### src/rtl/key_pkg.sv
// Shared types and constants for the keypad scanner: FSM states, column
// drive patterns, the row-major key-code table and the named key codes.
package key_pkg;

    typedef enum logic [2:0] {
        ST_IDLE     = 3'd0,
        ST_DEBOUNCE = 3'd1,
        ST_SCAN     = 3'd2,
        ST_EMIT     = 3'd3,
        ST_RELEASE  = 3'd4
    } state_t;

    localparam logic [3:0] ROW_IDLE = 4'b1111;
    localparam logic [3:0] COL_ALL  = 4'b0000;

    // Element k drives column k low; element 0 is the rightmost entry.
    localparam logic [3:0][3:0] COL_DRIVE = {4'b0111, 4'b1011, 4'b1101, 4'b1110};

    localparam logic [3:0] KEY_EQ  = 4'd10;
    localparam logic [3:0] KEY_CLR = 4'd11;
    localparam logic [3:0] KEY_ADD = 4'd13;

    // Indexed by {row, col}; element 0 (row0/col0) is the rightmost entry.
    localparam logic [15:0][3:0] KEY_MAP = {
        4'd14 - 4'd1, 4'd15, 4'd0, 4'd14,    // row3: 14 0 15 13
        4'd12, 4'd9, 4'd8, 4'd7,             // row2: 7 8 9 12
        KEY_CLR, 4'd6, 4'd5, 4'd4,           // row1: 4 5 6 11
        KEY_EQ, 4'd3, 4'd2, 4'd1             // row0: 1 2 3 10
    };

    // Index of the lowest-numbered row pulled low.
    function automatic logic [1:0] lowest_low(input logic [3:0] r);
        lowest_low = 2'd0;
        for (int i = 3; i >= 0; i--) begin
            if (!r[i]) lowest_low = 2'(i);
        end
    endfunction

endpackage

### src/rtl/key_debounce.sv
// Saturating stability counter shared by press and release debouncing:
// counts consecutive cycles in which the rows match the awaited level.
module key_debounce
    import key_pkg::*;
#(
    parameter int DEBOUNCE = 10
) (
    input  logic       clk_1khz,
    input  logic       rst_n,
    input  logic       clear,
    input  logic       wait_high,
    input  logic [3:0] row_s,
    output logic       done
);

    localparam int CNT_W = $clog2(DEBOUNCE + 1);

    logic [CNT_W-1:0] cnt;
    logic             match;

    assign match = wait_high ? (row_s == ROW_IDLE) : (row_s != ROW_IDLE);

    // NOTE: state registers use non-blocking assignments so every flop samples
    // pre-edge values regardless of process ordering.
    always_ff @(posedge clk_1khz) begin
        if (!rst_n) begin
            cnt <= '0;
        end else if (clear || !match) begin
            cnt <= '0;
        end else if (cnt != CNT_W'(DEBOUNCE)) begin
            cnt <= cnt + 1'b1;
        end
    end

    // Asserted on the cycle the count reaches DEBOUNCE.
    assign done = match && (cnt == CNT_W'(DEBOUNCE - 1));

endmodule

### src/rtl/key_scan_ctrl.sv
// 4x4 keypad scanner: debounces a press, scans columns to locate the key,
// emits a one-cycle strobe with its code, then waits for a debounced release.
module key_scan_ctrl
    import key_pkg::*;
#(
    parameter int DEBOUNCE = 10,
    parameter int SETTLE   = 3
) (
    input  logic       clk_1khz,
    input  logic       rst_n,
    input  logic [3:0] row,
    output logic [3:0] col,
    output logic       flag,
    output logic [3:0] data
);

    localparam int SET_W = $clog2(SETTLE + 1);

    logic [3:0]       row_m;
    logic [3:0]       row_s;
    state_t           state;
    state_t           state_nxt;
    logic [1:0]       col_idx;
    logic [1:0]       col_idx_nxt;
    logic [SET_W-1:0] settle_cnt;
    logic             sample;
    logic             load;
    logic             db_clear;
    logic             db_wait_high;
    logic             db_done;

    always_ff @(posedge clk_1khz) begin
        if (!rst_n) begin
            row_m <= ROW_IDLE;
            row_s <= ROW_IDLE;
        end else begin
            row_m <= row;
            row_s <= row_m;
        end
    end

    key_debounce #(.DEBOUNCE(DEBOUNCE)) u_debounce (
        .clk_1khz  (clk_1khz),
        .rst_n     (rst_n),
        .clear     (db_clear),
        .wait_high (db_wait_high),
        .row_s     (row_s),
        .done      (db_done)
    );

    // Rows only reflect a new column after the sync delay, so sample last.
    assign sample = (state == ST_SCAN) && (settle_cnt == SET_W'(SETTLE - 1));

    always_ff @(posedge clk_1khz) begin
        if (!rst_n) begin
            state      <= ST_IDLE;
            col_idx    <= 2'd0;
            settle_cnt <= '0;
            data       <= 4'd0;
        end else begin
            state   <= state_nxt;
            col_idx <= col_idx_nxt;
            if (state != ST_SCAN || sample) begin
                settle_cnt <= '0;
            end else if (settle_cnt != SET_W'(SETTLE)) begin
                settle_cnt <= settle_cnt + 1'b1;
            end
            if (load) begin
                data <= KEY_MAP[{lowest_low(row_s), col_idx}];
            end
        end
    end

    // NOTE: every output of this block gets a default first, so no path
    // through the case can leave a signal unassigned and infer a latch.
    always_comb begin
        state_nxt    = state;
        col_idx_nxt  = col_idx;
        col          = COL_ALL;
        flag         = 1'b0;
        load         = 1'b0;
        db_clear     = 1'b1;
        db_wait_high = 1'b0;
        case (state)
            ST_IDLE: begin
                if (row_s != ROW_IDLE) state_nxt = ST_DEBOUNCE;
            end
            ST_DEBOUNCE: begin
                db_clear = 1'b0;
                if (row_s == ROW_IDLE) begin
                    state_nxt = ST_IDLE;
                end else if (db_done) begin
                    state_nxt   = ST_SCAN;
                    col_idx_nxt = 2'd0;
                end
            end
            ST_SCAN: begin
                col = COL_DRIVE[col_idx];
                if (sample) begin
                    if (row_s != ROW_IDLE) begin
                        load      = 1'b1;
                        state_nxt = ST_EMIT;
                    end else if (col_idx == 2'd3) begin
                        state_nxt = ST_IDLE;
                    end else begin
                        col_idx_nxt = col_idx + 2'd1;
                    end
                end
            end
            ST_EMIT: begin
                flag      = 1'b1;
                state_nxt = ST_RELEASE;
            end
            ST_RELEASE: begin
                db_clear     = 1'b0;
                db_wait_high = 1'b1;
                if (db_done) state_nxt = ST_IDLE;
            end
            default: state_nxt = ST_IDLE;
        endcase
    end

endmodule

### config.mk
export PLATFORM = sky130hd
export DESIGN_NAME = key_scan_ctrl
export DESIGN_NICKNAME = d
export VERILOG_FILES = /design/src/rtl/key_pkg.sv /design/src/rtl/key_debounce.sv /design/src/rtl/key_scan_ctrl.sv
export SDC_FILE = /design/constraint.sdc
export NUM_CORES = 1
export LEC_CHECK = 0
export BUFFER_PORTS_ARGS = -buffer_cell sky130_fd_sc_hd__buf_2
export CAP_MARGIN = 20
export CORE_MARGIN = 10
export CORE_UTILIZATION = 45
export DETAILED_ROUTE_END_ITERATION = 16
export PLACE_DENSITY_LB_ADDON = 0.1
export SYNTH_ARGS = -nofsm -noshare
export SYNTH_HDL_FRONTEND = slang
export SYNTH_SLANG_ARGS = --single-unit
export TNS_END_PERCENT = 20
### constraint.sdc
create_clock -name clk_1khz -period 1.91 [get_ports clk_1khz]
set_input_delay 0 -clock clk_1khz [delete_from_list [all_inputs] [get_ports clk_1khz]]
set_output_delay 0 -clock clk_1khz [all_outputs]
set_load 0.02 [all_outputs]
==> results.md <==
- Final Power: 0.000779 W
- Post-Synth Simple-Gate Area: roughly 23%
- Chip width: 71.1 µm
- Compound-Gate Fraction of Synth Area: 17.3%
- Main combinational cell family by area after synthesis: simple AND/OR/NAND/NOR gates
- Max Slew Vio Count: 0
- Clock Sinks: 23
- Core area: 2480 µm²
- Setup TNS: 0 ns
- Post-synthesis async set-or-reset flop share: 0%
- Synth Flop Type: dfxtp_1
- IO Port Bufs: 14
- P_int: 0.000598 W
- Ratio of cells with drive above 1 in the final layout: approximately 17%
- I/O pins: 15
- Final hold vios: 0
- Proportion of synthesized area in mux cells: around 2.8%
- GR Layer Usage met2: around 17%
- Initial antenna violation count: 0
- PwrDens: 577 nW/µm²
- Clk Latency, worst-skew pair: ~0.31 ns
- M3 GR Usage: 3.21%
- Routed WL: 2490 µm
- Starting DRC count in detailed routing: 80
- Reg2Reg Depth: 6
- Run status: finished clean
- Global route total overflow: 0
- Comb power frac: 7.5%
- Max cap viols: 0
- Post-layout min period: ~1.7 ns
- Vias in the first global route: 971
- Worst setup EP type: flip-flop
- TritonCTS buffer count: 3
- Worst EP arrival: 1.88 ns
- Relative slew slack: ~77%
- Highest clock rate: 600 MHz
- Worst-margin pin slew: about 0.34 ns
- Die area: 5050 µm²
- Starting Density: 47.4%
- Count of cell types in the netlist: 41
- Period Utilization, post-route: between 80% and 90%
- Synth warnings: 0
- Drt drc: 0
- Final net count: 169
- Dpl cells: 173
- Share of power burned in registers: ~64%
- Routability cong.: 0.803
- Area delta synth->final: 15.0%
- Clock power share: between 20% and 30%
- Die Ht: 71.1 µm
- Syn Area/Cell: 9.03 µm²
- Clk Tree Root Cell: clkbuf_4
- Min-Delay Path Depth: 2
- Clock buffer depth: 2
- Most Used Layer, Global Route: met2
- Post-DRT Antenna Nets: 0
- Global-route wire length before repair: roughly 4300 µm
- Syn Nets: 147
- Final hold slack: 0.0300 ns
- Largest net degree at the start of global routing: 19
- Synth Cell Area: 1170 µm²
- Final HPWL DP: 1820 µm
- Register area: 460 µm²
- #FFs+latches synth: 23
- N_diodes: 0
- Setup CP Type: flip-flop to flip-flop
- Met1 Track Usage GR: a little under an eighth
- # fillers: between 200 and 250
- Seq/Total Area, Yosys: 39.2%
- Standby leakage power: ~0.6 nW
- Worst Skew: 0.00394 ns
- Critical Path RT: 2.13 ns
- CP startpoint kind: flip-flop
- EDFF count, synth: 0
- Post-Layout Cell Count: 181
- Pre-antenna DRT Iters: 4
- Via density: between 5 and 6
- Setup Fix Bufs, Post-CTS: 0
- Xor/xnor share of the synthesized area: 2.24%
- H-tree depth: 1
- Worst Setup Slack, final: between 0.2 and 0.25 ns
- Vias post-DR: 980
- CTS tree: built
- Pre-CTS WS: 0.252 ns
- VDD IR-drop max: 496 µV
- Multi-input logic area: 669 µm²
- Sw Share: between 20% and 30%
- Reported net switching power: 0.000181 W
- RSZ-0062 raised after global routing: false
- Hold WC Path Type: primary input to flip-flop
- Overall Global Routing Usage: 10.0%
- Mapped Cells: 130
- Final setup vio count: 0
- Wire per inst: ~14 µm
- Num rows: 18
- Reg clk slew, reported paths: 0.12 ns
- Critical path peak fanout: 7
- Adder-Cell Fraction of Synth Area: around an eighth
## worst paths after layout
check	from	endpoint	slack [ns]
max	col_idx[0]$_SDFFE_PN0P_	data[2]$_SDFFE_PN0P_	0.24
min	rst_n	row_s[3]$_SDFF_PN1_	0.03
max reg2reg	col_idx[0]$_SDFFE_PN0P_	data[2]$_SDFFE_PN0P_	0.24
min reg2reg	row_m[0]$_SDFF_PN1_	row_s[0]$_SDFF_PN1_	0.42
## kinds of logic after synthesis
family,after synthesis
AO/OA/AOI/OAI,27
XOR/XNOR,3
adder cells (fa/ha/maj),11
buffers and inverters,11
flip-flops,23
multiplexers,3
AND/OR/NAND/NOR,52
## per-layer routing
metal,up-vias,part of all wire (%),wire length [µm]
li1,503,-,-
met1,450,47,1170
met2,23,47,1180
met3,4,4.7,118
met4,0,0.80,20
met5,-,0,0
## through the flow
stage / cell area (µm²) / util, %
3_5_place_dp: 1280 / 51.8
5_1_grt: 1350 / 54.5
6_report: 1350 / 54.5
2_1_floorplan: 1170 / -
3_3_place_gp: 1280 / 51.8
4_1_cts: 1350 / 54.5
## registers in the layout (all words and copies together) (netlist names)
register        cells
settle_cnt          2
state               3
row_s               4
row_m               4
col_idx             2
u_debounce.cnt      4
data                4
## cells in the final DEF (no fill, tap or decap), drive strengths merged, types with 2 or more instances in the layout
| cell type | count |
|---|---|
| a21oi | 5 |
| a31oi | 2 |
| a32o | 2 |
| and3 | 2 |
| buf | 16 |
| clkbuf | 3 |
| dfxtp | 23 |
| dlygate4sd3 | 4 |
| ha | 11 |
| inv | 8 |
| mux2 | 2 |
| nand2 | 8 |
| nand2b | 9 |
| nand3 | 2 |
| nor2 | 18 |
| nor2b | 2 |
| nor3 | 2 |
| o21a | 3 |
| o21ai | 3 |
| or3 | 2 |
| xor2 | 2 |
## Yosys cell counts, types with 2 or more instances
cell type,instances,area [µm²]
a21oi_1,5,25.0
a31oi_1,2,12.5
a32o_1,2,20.0
and3_1,2,12.5
buf_2,2,10.0
dfxtp_1,23,460
ha_1,11,138
inv_1,8,30.0
mux2_2,2,22.5
nand2_1,8,30.0
nand2b_1,9,56.3
nand3_1,2,10.0
nor2_1,18,67.6
nor2b_1,2,12.5
nor3_1,2,10.0
o21a_1,3,22.5
o21ai_0,3,15.0
or3_1,2,12.5
xor2_1,2,17.5
## final cells by class
type / count / area share [%]
tap: 30 / 2.78
clock buffer: 3 / 1.67
clock inverter: 1 / 0.371
multi-input combinational: 96 / 49.6
timing repair buffer: 20 / 9.27
inverter: 8 / 2.22
sequential: 23 / 34.1
## repair_timing
action,CTS,global route
hold buffers,4,0
endpoints found under the hold margin,4,0
resized for setup,0,0
## worst max-delay path, stage by stage, from the launching register on
cell     delay, ns
dfxtp_1       0.48
inv_1         0.16
ha_1          0.33
nor2_1        0.09
a21oi_1       0.04
mux2_2        0.27
o41ai_1       0.21
## power by group through the flow
stage | Clock [W] | Sequential (W) | Combinational [W]
detailed placement | 0 | 0.000511 | 0.0000511
global placement | 0 | 0.000510 | 0.0000513
global route | 0.000265 | 0.000503 | 0.0000648
finish | 0.000220 | 0.000501 | 0.0000582
CTS | 0.000239 | 0.000500 | 0.0000583
floorplan | 0 | 0.000506 | 0.0000390
Note: power is estimated with default switching activity, not from simulation.
